<file path="src/rtl/quantum_scheduler_pkg.sv">
// Shared types and constants for the quantum preemption scheduler.
// Optional I/O-cycle exemption: QUANTUM_SCHEDULER_IO_EXEMPT_EN.
package quantum_scheduler_pkg;

  localparam int unsigned QW_DEFAULT = 16;
  localparam logic [15:0] DEFAULT_QUANTUM_C = 16'd1000;

  typedef enum logic [1:0] {
    IDLE    = 2'b00,
    RUN     = 2'b01,
    PENDING = 2'b10
  } state_t;

endpackage

</file>
<file path="src/rtl/quantum_counter.sv">
// Loadable down-counter that saturates at zero.
// at_one flags the final counted step of a quantum.
module quantum_counter #(
  parameter int unsigned W = 16,
  parameter logic [W-1:0] RESET_VALUE = '0
) (
  input  logic         clock,
  input  logic         reset,
  input  logic         load,
  input  logic [W-1:0] load_value,
  input  logic         dec,
  output logic [W-1:0] count,
  output logic         at_one
);

  always_ff @(posedge clock or negedge reset) begin
    if (!reset) begin
      count <= RESET_VALUE;
    end else if (load) begin
      count <= load_value;
    end else if (dec && count != '0) begin
      count <= count - W'(1);
    end
  end

  assign at_one = (count == W'(1));

endmodule

</file>
<file path="src/rtl/quantum_scheduler.sv">
// Preemption scheduler: counts user-mode cycles, raises interruption
// on quantum expiry. Macro QUANTUM_SCHEDULER_IO_EXEMPT_EN skips I/O cycles.
module quantum_scheduler
  import quantum_scheduler_pkg::*;
#(
  parameter int unsigned QUANTUM_WIDTH = QW_DEFAULT,
  parameter logic [QUANTUM_WIDTH-1:0] DEFAULT_QUANTUM =
    QUANTUM_WIDTH'(DEFAULT_QUANTUM_C)
) (
  input  logic                     clock,
  input  logic                     reset,
  input  logic                     enable,
  input  logic                     is_os,
  input  logic                     is_bios,
  input  logic                     is_io,
  input  logic                     quantum_load,
  input  logic [QUANTUM_WIDTH-1:0] quantum_value,
  input  logic                     interrupt_ack,
  output logic                     interruption,
  output logic [QUANTUM_WIDTH-1:0] remaining
);

  state_t state;
  state_t state_next;

  logic [QUANTUM_WIDTH-1:0] q_reg;
  logic [QUANTUM_WIDTH-1:0] q_next;
  logic                     supervisor;
  logic                     q_write;
  logic                     step;
  logic                     cnt_load;
  logic                     cnt_dec;
  logic                     at_one;

  assign supervisor = is_os | is_bios;
  assign q_write    = quantum_load & supervisor;
  assign q_next     = q_write ? quantum_value : q_reg;

`ifdef QUANTUM_SCHEDULER_IO_EXEMPT_EN
  assign step = enable & ~is_io;
`else
  logic unused_io;
  assign unused_io = is_io;
  assign step = enable;
`endif

  always_comb begin
    state_next = state;
    cnt_load   = 1'b0;
    cnt_dec    = 1'b0;
    unique case (state)
      IDLE: begin
        cnt_load = 1'b1;
        if (!supervisor && q_reg != '0) begin
          state_next = RUN;
        end
      end
      RUN: begin
        // A trap back to supervisor wins over the final decrement.
        if (supervisor) begin
          state_next = IDLE;
          cnt_load   = 1'b1;
        end else if (step) begin
          cnt_dec = 1'b1;
          if (at_one) begin
            state_next = PENDING;
          end
        end
      end
      PENDING: begin
        if (interrupt_ack) begin
          state_next = IDLE;
          cnt_load   = 1'b1;
        end
      end
      default: begin
        state_next = IDLE;
        cnt_load   = 1'b1;
      end
    endcase
  end

  always_ff @(posedge clock or negedge reset) begin
    if (!reset) begin
      state        <= IDLE;
      interruption <= 1'b0;
      q_reg        <= DEFAULT_QUANTUM;
    end else begin
      state        <= state_next;
      interruption <= (state_next == PENDING);
      if (q_write) begin
        q_reg <= quantum_value;
      end
    end
  end

  quantum_counter #(
    .W           (QUANTUM_WIDTH),
    .RESET_VALUE (DEFAULT_QUANTUM)
  ) u_counter (
    .clock      (clock),
    .reset      (reset),
    .load       (cnt_load),
    .load_value (q_next),
    .dec        (cnt_dec),
    .count      (remaining),
    .at_one     (at_one)
  );

endmodule

</file>
<file path="config.mk">
export PLATFORM = sky130hd
export DESIGN_NAME = quantum_scheduler
export DESIGN_NICKNAME = d
export VERILOG_FILES = /design/src/rtl/quantum_scheduler_pkg.sv /design/src/rtl/quantum_counter.sv /design/src/rtl/quantum_scheduler.sv
export SDC_FILE = /design/constraint.sdc
export NUM_CORES = 1
export LEC_CHECK = 0
export CAP_MARGIN = 20
export CORE_UTILIZATION = 32
export DETAILED_ROUTE_END_ITERATION = 16
export GPL_TIMING_DRIVEN = 0
export MAX_ROUTING_LAYER = met4
export PLACE_DENSITY = 0.56
export SYNTH_ARGS = -nofsm -noshare
export SYNTH_HDL_FRONTEND = slang
export SYNTH_SLANG_ARGS = --single-unit
export TNS_END_PERCENT = 50
</file>
<file path="constraint.sdc">
create_clock -name clock -period 2.2 [get_ports clock]
set_input_delay 0.66 -clock clock [delete_from_list [all_inputs] [get_ports clock]]
set_output_delay 0.66 -clock clock [all_outputs]
set_load 0.02 [all_outputs]
</file>
* Word level (Yosys, flattened, before mapping)
Cells that the tools add are included.
Storage, ports and cells: output and inout bits 17, logic and storage cells 33, input port bits 24, register bits after elaboration 35
Cells by class: eq/ne operators 4, reductions and logical operators 7, bitwise operators 2, multiplexer cells 15, add/sub/neg operators 1
Operators by type and width (number):
- two-way mux 16 bit | 3
- nonzero test 16 bit | 2
- == test 16 x 1 -> 1 bit (second input constant) | 1
- subtractor 16 x 1 -> 16 bit (second input constant) | 1
- two-way mux 2 bit | 5
- case mux 2 bit (3 select lines) | 1
- two-way mux 1 bit | 5
- == test 2 bit (second input constant) | 2
- == test 2 x 1 -> 1 bit (second input constant) | 1
- logical AND 1 bit | 2
- zero test 2 bit | 1
- case mux 1 bit (2 select lines) | 1
- nonzero test 2 bit | 1
- AND 1 bit | 1
- zero test 1 bit | 1
- bitwise OR 1 bit | 1

* Depth between registers and ports, before layout
Gate-level depths: netlist (run 1).
depth in word-level cells 6, gate-level depth with buffers 8, depth with buffers taken out 7

* Modules after synthesis
From an unflattened synthesis (run 1), not the netlist that was laid out.
Unflattened totals: cell total of the unflattened synthesis 202, area, all modules 2011.9 um^2
Modules (own cells, without submodules):
- quantum_counter | cells each 132, sequential area each 407.9 um^2, instances 1, area each 1109.8 um^2
- quantum_scheduler | cells each 70, sequential area each 483.0 um^2, instances 1, area each 902.1 um^2

* Least setup slack after synthesis (run 1)
Ideal clock, no wire load.
kind flip-flop to flip-flop, start register u_counter.count[0], end register u_counter.count[10], slack 234 ps, stages on the path, launching flop included 9, library setup time 137 ps, data required time 2063 ps, clock period less this slack 1966 ps, path buffers 1, arrival 1829 ps, cell sequence dfrtp_1 inv_1 ha_1 nor3b_2 and3_1 clkbuf_1 nor4_1 xnor2_1 a21oi_1
Between the ends: cells in the longest elaborated chain, start to end 3, elaborated cells between the ends (all ways) 6, those cells by class 1 x add/sub; 2 x mux; 3 x reduce/logical
Ends and longest elaborated chain:
- start: declaration | line quantum_counter.sv:12 | output logic [W-1:0] count,
- start signal: assignment | line quantum_counter.sv:20 | count <= load_value;
- start signal: assignment | line quantum_counter.sv:22 | count <= count - W'(1);
- subtractor 16 x 1 -> 16 bit / nonzero test 16 bit (equally long branches) | line quantum_counter.sv:22, quantum_counter.sv:21
- two-way mux 16 bit / logical AND 1 bit (equally long branches) | line quantum_counter.sv:21 | end else if (dec && count != '0) begin
- two-way mux 16 bit / nonzero test 2 bit (equally long branches)
Parallel ways exist; a longest one is shown, timed or not. The select of a mux whose other input is x is not followed. A chain may end at the register's enable or synchronous reset.

* Worst setup path after layout (run 1)
start register u_counter.count[5], end output port remaining[5]
RTL lines:
- end: declaration | line quantum_scheduler.sv:20 | output logic [QUANTUM_WIDTH-1:0] remaining
No word-level cell between the ends.

==> results of run 1 <==
==> cell usage in the layout, fill, tap and decap left out, types with 2 or more instances in the layout <==
cell / count
a211oi_1: 2
a21oi_1: 17
and3_1: 2
buf_4: 4
clkbuf_1: 4
clkbuf_2: 2
clkbuf_8: 6
clkdlybuf4s50_1: 34
dfrtp_1: 22
dfstp_2: 12
dlymetal6s2s_1: 4
ha_1: 7
inv_1: 4
mux2_2: 16
nand2_1: 6
nand4_1: 3
nor2_1: 22
nor2b_1: 2
nor3_1: 4
nor4_1: 6
nor4_2: 3
o2111ai_1: 2
o21a_1: 2
o21ai_0: 2
or3_1: 3
xnor2_1: 13
==> report_power, final <==
part           leakage [nW]  internal (mW)  switching, mW
clock                0.0482          0.252          0.224
combinational         0.535          0.613          0.675
sequential            0.397          0.898          0.287
total                 0.980           1.76           1.19
==> cell families (layout without fill, tap and decap cells) <==
family                     after synthesis  count (layout)
AOI/OAI and AO/OA                       33              33
xor gates and xnor gates                14              14
adders and majority gates                7               7
buffers and inverters                   10              60
DFF                                     35              35
muxes                                   16              16
and+or+nand+nor                         61              61
==> layout make-up <==
class,count,area share (%)
Buffer,6,1.13
Clock buffer,7,3.40
Clock inverter,1,0.197
Inverter,4,0.592
Multi-Input combinational cell,131,39.5
Sequential cell,35,35.2
Tap cell,72,3.55
Timing Repair Buffer,42,16.5
==> metal layers <==
layer	vias to the layer above	GRT usage [%]	share of wire, %
met5	-	-	0
met4	0	5.45	2.0
met3	10	3.10	3.5
met2	33	22.5	47
met1	693	21.6	48
li1	734	-	-
==> through the flow <==
step / power, mW / setup WS, ns / TNS (ns) / hold slack, ns
after floorplan: 1.89 / 0.234 / 0 / 0.364
after global placement: 2.44 / -0.701 / -19.90 / 0.515
after detailed placement: 2.45 / -0.669 / -12.61 / 0.514
after CTS: 2.95 / -0.0411 / -0.0411 / 0.472
after global routing: 3.15 / 0.0129 / 0 / 0.511
final: 2.95 / 0.0529 / 0 / 0.448
==> worst max path at each step <==
stage                       startpoint                   to  slack, ns  cells after the start
floorplan           u_counter.count[0]  u_counter.count[10]       0.23                      8
global placement               is_bios  u_counter.count[14]      -0.70                      6
detailed placement             is_bios  u_counter.count[14]      -0.67                      6
CTS                            is_bios   u_counter.count[4]      -0.04                      6
global route        u_counter.count[9]         remaining[9]       0.01                      1
finish              u_counter.count[5]         remaining[5]       0.05                      1
==> what timing repair did <==
| action | 4_1_cts | 5_1_grt |
|---|---|---|
| pin swaps | 0 | 1 |
| setup buffers | 1 | 2 |
| gates cloned | 0 | 0 |
| setup endpoints to repair | 23 | 13 |
| gates resized for setup | 5 | 10 |
==> results.yml, run 1 <==
placement:
  dp_hpwl_mm: 3.19
  dpl_cell_area_um2: 2360
  gp_congestion: 0.797
  dp.cells: 287
  portBuffers: 39
cells_and_area:
  num-fill-cells: 568
  final-seq-area_um2: 892
  area_delta_synth_final_pct: 34.2
  fin_nets: 256
  drive_gt1_share_pct: 24.8
  fin_cells: 298
  utilization_pct: 45.2
  finalInstanceArea_um2: 2540
  multiInputGateArea_um2: 1000
  antennaDiodeCount: 0
die:
  io_pins: 41
  start_util_pct: 33.7
  die_w_um: 78.8
  core_area_um2: 5610
  dieArea_um2: 6220
  die_h_um: 78.8
  row_count: 27
route:
  drtAntennaViolNets: 0
  wl_per_cell_um: 14.7
  num_vias: 1470
  viasPerCell: 4.93
  drt_first_pass_iters: 4
  routed_wl_mm: 4.39
  drc: 0
  drt_iter0_drc: 54
synthesis:
  avgSynthCellArea_um2: 10.7
  synth_top_family_by_area: "simple AND/OR/NAND/NOR gates"
  synth_flop_cell: "dfrtp_1"
  synth_commonest_cells: "23 x dfrtp_1, 22 x nor2_1, 17 x a21oi_1"
  postSynthCellCount: 176
  synth-simple-area-share_pct: 19.0
  ys_ff_latch: 35
  ys_seq_area_share_pct: 47.2
  synthMuxAreaShare_pct: 9.54
  synth.most_common_cell: "dfrtp_1"
  ys_warn_count: 0
  synth_edf_count: 0
  synth-compound-area-share_pct: 11.1
  syn_area_um2: 1890
  synth_fp_nets: 207
  synth_top_area_cell: "dfrtp_1"
  yosys-top-cells-area: "dfrtp_1 30%, dfstp_2 17%, mux2_2 9.5%"
  synth_top_area_share_pct: 30.5
  yosysUniqueCellTypes: 38
  synth_xor_area_share_pct: 6.49
  synth_fa_ha_area_share_pct: 4.64
  async_flop_share_pct: 100
clock_tree:
  htreeDepth: 2
  cts.clk_slew.worst_paths_ns: 0.08
  hold_buffers: 0
  cts_buffers: 5
  cts-root-buf: "clkbuf_8"
  clockBufferDepth: 2
  cts_tree: "done"
  cts.sinks: 35
  clk_latency_ns: 0.29
critical_path:
  crit_path_end_kind: "output port"
  r2r_end: "u_counter.count[10]"
  crit_arrival_ns: 1.49
  crit_type: "flip-flop to output port"
  reg2reg_depth: 8
  cpPeakStageDelay_ns: 0.62
  reg2reg_slack_ns: 0.25
  cp_top_family: "buffers and inverters"
  path_buf_inv: 1
  cp-start-kind: "flip-flop"
  critPathSlowestCell: "clkdlybuf4s50_1"
  cp_max_fo: 4
  timing.rr.start: "u_counter.count[0]"
  path_cells: "clkdlybuf4s50_1"
  crit_required_ns: 1.54
sta:
  worst_pin_slew_ns: 0.768
  fin_worst_skew_ns: 0.0134
  finalMaxSlewViolations: 0
  fmax_mhz: 466
  fin_crit_sh_pct: 97.6
  setup_viol: 0
  slew_headroom_pct: 48.8
  timing.final.hold_violations: 0
  rsz0062_at_grt: "false"
  min_period_ns: 2.15
grt:
  gr-total-overflow: 0
  grt_pass1_vias: 1439
  grt_pass1_wl_mm: 7.05
  grt_usage_pct: 15.5
  grt_max_degree: 36
  antenna_found_initial: 0
worst_hold_path:
  min_path_type: "input pin to asynchronous set/reset pin"
pwr:
  leakage_nw: 0.980
  power.density_nw_per_um2: 1160
  ir_drop_mv: 0.398
outcome:
  status: "completed"
run:
  cap_violations: 0
Power figures use the tool's default switching activity.
==> inputs of run 2 (changes only) <==
Settings changed: ABC_AREA from default to 1, PLACE_DENSITY 0.56 to 0.54.
==> results.yml, run 2 <==
critical_path:
  cp-start-kind: "flip-flop"
  cpPeakStageDelay_ns: 0.61
  crit_type: "flip-flop to output port"
  reg2reg_depth: 8
  cp_max_fo: 5
  cp_top_family: "buffers and inverters"
  critPathSlowestCell: "clkdlybuf4s50_1"
  path_cells: "clkdlybuf4s50_1"
  crit_arrival_ns: 1.47
  crit_path_end_kind: "output port"
  timing.rr.start: "state[0]"
  path_buf_inv: 1
  r2r_end: "u_counter.count[13]"
  reg2reg_slack_ns: 0.50
  crit_required_ns: 1.54
clock_tree:
  post_cts_buffers: 0
  htreeDepth: 2
  clk_latency_ns: 0.29
  cts.clk_slew.worst_paths_ns: 0.08
  cts.sinks: 35
  cts_tree: "done"
  hold_buffers: 0
  cts-root-buf: "clkbuf_8"
  cts_resized: 0
  cts_buffers: 5
  clockBufferDepth: 2
placement:
  dpl_cell_area_um2: 2660
  gp_congestion: 0.860
  portBuffers: 38
  dp_hpwl_mm: 4.04
grt:
  grt_max_degree: 36
  gr-total-overflow: 0
  grt_usage_pct: 17.1
  grt_util_met1_pct: 21.7
  use_met3_pct: 3.64
  antenna_found_initial: 0
  grt_use_met2_pct: 27.3
  grt_pass1_wl_mm: 9.20
  grt_busiest_layer: "met2"
  grt_pass1_vias: 1989
die:
  core_area_um2: 6490
  io_pins: 41
  die_h_um: 84.8
  die_w_um: 84.8
  dieArea_um2: 7190
  start_util_pct: 33.8
  row_count: 29
cells_and_area:
  final_common_cell: "nand2_1"
  drive_gt1_share_pct: 14.7
  antennaDiodeCount: 0
  layout_common_cells: "103 x nand2_1, 41 x nand3_1, 36 x nor2_1"
  finalInstanceArea_um2: 2790
  area_delta_synth_final_pct: 27.2
  fin_nets: 371
synthesis:
  yosys-top-cells-area: "dfrtp_1 26%, nand2_1 18%, dfstp_2 14%"
  synth_edf_count: 0
  postSynthCellCount: 295
  syn_area_um2: 2190
  synth_top_area_share_pct: 26.3
  synth_commonest_cells: "103 x nand2_1, 41 x nand3_1, 36 x nor2_1"
  ys_ff_latch: 35
  avgSynthCellArea_um2: 7.43
  ys_warn_count: 0
  synth_top_area_cell: "dfrtp_1"
  yosysUniqueCellTypes: 26
  ys_seq_area_share_pct: 40.6
  synth_fp_nets: 326
  async_flop_share_pct: 100
  synth_flop_cell: "dfrtp_1"
  synth.most_common_cell: "nand2_1"
route:
  wl_per_cell_um: 13.0
  drt_first_pass_iters: 11
  drt_iter0_drc: 72
  drtAntennaViolNets: 0
  viasPerCell: 4.69
  drc: 3
  num_vias: 1961
  routed_wl_mm: 5.45
sta:
  fmax_mhz: 469
  fin_worst_skew_ns: 0.00840
  min_period_ns: 2.13
  fin_crit_sh_pct: 96.9
  fin_setup_tns_ns: 0
  finalMaxSlewViolations: 0
  rsz0062_at_grt: "false"
  slew_headroom_pct: 45.7
  worst_pin_slew_ns: 0.814
  timing.final.hold_violations: 0
  setup_viol: 0
pwr:
  p_comb_share_pct: 49.7
  p_sw_mw: 1.48
  seqPwrFrac_pct: 32.1
  switching_share_pct: 43.7
  p_int_mw: 1.90
  clkPwrFrac_pct: 18.2
  ir_drop_mv: 0.578
  power.density_nw_per_um2: 1210
  leakage_nw: 1.33
outcome:
  violations: "DRC"
  status: "finished, violations left"
run:
  cap_violations: 0
worst_hold_path:
  min_path_type: "input pin to asynchronous set/reset pin"
[run 2: logic make-up after synthesis]
group	synth area share (%)
AOI/OAI and AO/OA	6.56
xor gates and xnor gates	2.80
adders and majority gates	4.00
buffers and inverters	6.05
DFF	40.6
and+or+nand+nor	40.0
[run 2: power by group through the flow]
stage	combinational (mW)	clock [mW]	sequential [mW]
after floorplan	0.986	0	1.22
after global placement	1.68	0	1.10
after detailed placement	1.68	0	1.10
after CTS	1.70	0.630	1.09
after global routing	1.87	0.661	1.12
final	1.68	0.614	1.09
[run 2: worst reg2reg max path, cell delays in order, from the launching register on]
cell	delay (ns)
dfrtp_1	0.39
inv_1	0.09
ha_1	0.28
nand2_1	0.08
nor2_4	0.21
inv_2	0.13
buf_2	0.20
nand2_1	0.12
nand3_1	0.09
[run 2: cell type report]
| type | instances | area (um2) |
|---|---|---|
| repair buffers | 38 | 383 |
| multi-input cells | 228 | 1170 |
| clock buffers | 6 | 82.6 |
| plain buffers | 7 | 38.8 |
| clock inverters | 2 | 35.0 |
| flip-flops and latches | 35 | 891 |
| well taps | 77 | 96.3 |
| inverters | 25 | 93.8 |
| fillers | 664 | 3710 |
[run 2: through the flow]
step,util [%],power [mW],hold WS [ns],std cells,setup slack (ns)
after floorplan,-,2.21,0.364,295,0.635
after global placement,41.1,2.78,0.476,410,-0.393
after detailed placement,41.0,2.78,0.474,410,-0.121
after CTS,42.8,3.42,0.479,418,0.0161
after global routing,42.9,3.66,0.506,418,0.0152
final,42.9,3.38,0.451,418,0.0690
[run 2: worst max path at each step]
stage	from	endpoint	slack (ns)	cells after the start
global route	u_counter.count[6]	remaining[6]	0.02	1
floorplan	is_bios	u_counter.count[10]	0.63	7
detailed placement	is_bios	u_counter.count[6]	-0.12	9
CTS	u_counter.count[9]	remaining[9]	0.02	1
finish	u_counter.count[6]	remaining[6]	0.07	1
global placement	reset	u_counter.count[11]	-0.39	1
[run 2: metal layers]
layer / up-vias / routed length [um]
met5: - / 0
met2: 41 / 2490
met4: 0 / 75
li1: 1018 / -
met1: 895 / 2670
met3: 7 / 212
==> inputs of run 3 (changes only) <==
Settings changed: ABC_CLOCK_PERIOD_IN_PS from default to 2200, CELL_PAD_IN_SITES_DETAIL_PLACEMENT from default to 0, CELL_PAD_IN_SITES_GLOBAL_PLACEMENT from default to 1, CORE_MARGIN from default to 4, PLACE_DENSITY 0.54 to 0.7.
==> results.yml, run 3 (synthesis results as in run 2) <==
route:
  drt_iter0_drc: 96
  drt_first_pass_iters: 4
  drc: 0
  drtAntennaViolNets: 0
  viasPerCell: 4.57
  num_vias: 1909
  wl_per_cell_um: 13.0
  routed_wl_mm: 5.44
critical_path:
  crit_path_end_kind: "output port"
  crit_arrival_ns: 1.49
  path_cells: "clkdlybuf4s50_1"
  reg2reg_depth: 8
  crit_type: "flip-flop to output port"
  timing.rr.start: "state[0]"
  critPathSlowestCell: "clkdlybuf4s50_1"
  cp_max_fo: 5
  path_depth: 1
  cp_top_family: "buffers and inverters"
  path_buf_inv: 1
  cpPeakStageDelay_ns: 0.62
  crit_required_ns: 1.54
  worstSetupEndpoint: "remaining[6]"
  cp-start-kind: "flip-flop"
  reg2reg_slack_ns: 0.50
  setup.worst_path.start: "u_counter.count[6]"
  r2r_end: "u_counter.count[15]"
cells_and_area:
  final_common_cell: "nand2_1"
  area_delta_synth_final_pct: 27.0
  layout_common_cells: "103 x nand2_1, 41 x nand3_1, 36 x nor2_1"
  drive_gt1_share_pct: 14.7
  fin_nets: 371
  antennaDiodeCount: 0
  utilization_pct: 42.9
clock_tree:
  cts.sinks: 35
  cts.clk_slew.worst_paths_ns: 0.08
  cts_tree: "done"
  cts_buffers: 5
  clockBufferDepth: 2
  cts-root-buf: "clkbuf_8"
  post_cts_buffers: 0
  clk_latency_ns: 0.29
  htreeDepth: 2
  cts_resized: 0
  hold_buffers: 0
sta:
  fin_worst_skew_ns: 0.0135
  fmax_mhz: 465
  worst_pin_slew_ns: 0.775
  rsz0062_at_grt: "false"
  setup_viol: 0
  finalMaxSlewViolations: 0
  timing.final.hold_violations: 0
  whs_ns: 0.433
  fin_setup_tns_ns: 0
  min_period_ns: 2.15
  slew_headroom_pct: 48.4
  fin_crit_sh_pct: 97.7
placement:
  portBuffers: 38
  dp_hpwl_mm: 4.17
  gp_congestion: 0.772
die:
  dieArea_um2: 8240
  die_w_um: 90.8
  core_area_um2: 6490
  io_pins: 41
  die_h_um: 90.8
  row_count: 29
  start_util_pct: 33.8
pwr:
  power.density_nw_per_um2: 1200
  ir_drop_mv: 0.542
  leakage_nw: 1.33
grt:
  grt_max_degree: 36
  grt_pass1_wl_mm: 9.62
  grt_pass1_vias: 1961
  grt_usage_pct: 14.9
  antenna_found_initial: 0
  gr-total-overflow: 0
worst_hold_path:
  min_path_type: "input pin to asynchronous set/reset pin"
run:
  cap_violations: 0
outcome:
  status: "completed"
[run 3: area by class of cell]
| type | instances | area [um2] |
|---|---|---|
| plain buffers | 7 | 38.8 |
| clock buffers | 5 | 68.8 |
| clock inverters | 3 | 43.8 |
| fillers | 673 | 3710 |
| inverters | 25 | 93.8 |
| multi-input cells | 228 | 1170 |
| flip-flops and latches | 35 | 891 |
| well taps | 77 | 96.3 |
| repair buffers | 38 | 383 |
[run 3: power by group]
part | switching, mW | leakage, nW | internal (mW)
combinational | 1.01 | 0.859 | 0.666
clock | 0.250 | 0.0581 | 0.337
sequential | 0.212 | 0.413 | 0.870
total | 1.47 | 1.33 | 1.87
[run 3: per-stage QoR]
step / cells / total power, mW / instance area [um2] / worst slack (ns)
floorplan: 295 / 2.21 / 2190 / 0.635
global placement: 410 / 2.78 / 2670 / -0.346
detailed placement: 410 / 2.79 / 2660 / -0.0871
CTS: 418 / 3.40 / 2780 / 0.0169
global route: 418 / 3.65 / 2780 / 0.00929
finish: 418 / 3.35 / 2780 / 0.0507
[run 3: layer usage]
layer	share of wire, %	up-vias	GRT usage (%)
met5	0	-	-
met4	1.4	0	4.97
met3	4.5	6	3.33
met2	41	42	20.9
met1	53	839	21.0
li1	-	1022	-
[run 3: worst min path at each step]
stage / start / to / slack, ns / cells past startpoint
detailed placement: q_reg[7] / q_reg[7] / 0.48 / 2
global route: reset / u_counter.count[11] / 0.50 / 1
finish: reset / u_counter.count[13] / 0.43 / 1
global placement: q_reg[3] / q_reg[3] / 0.48 / 2
CTS: reset / u_counter.count[13] / 0.46 / 1
floorplan: reset / interruption / 0.36 / 0
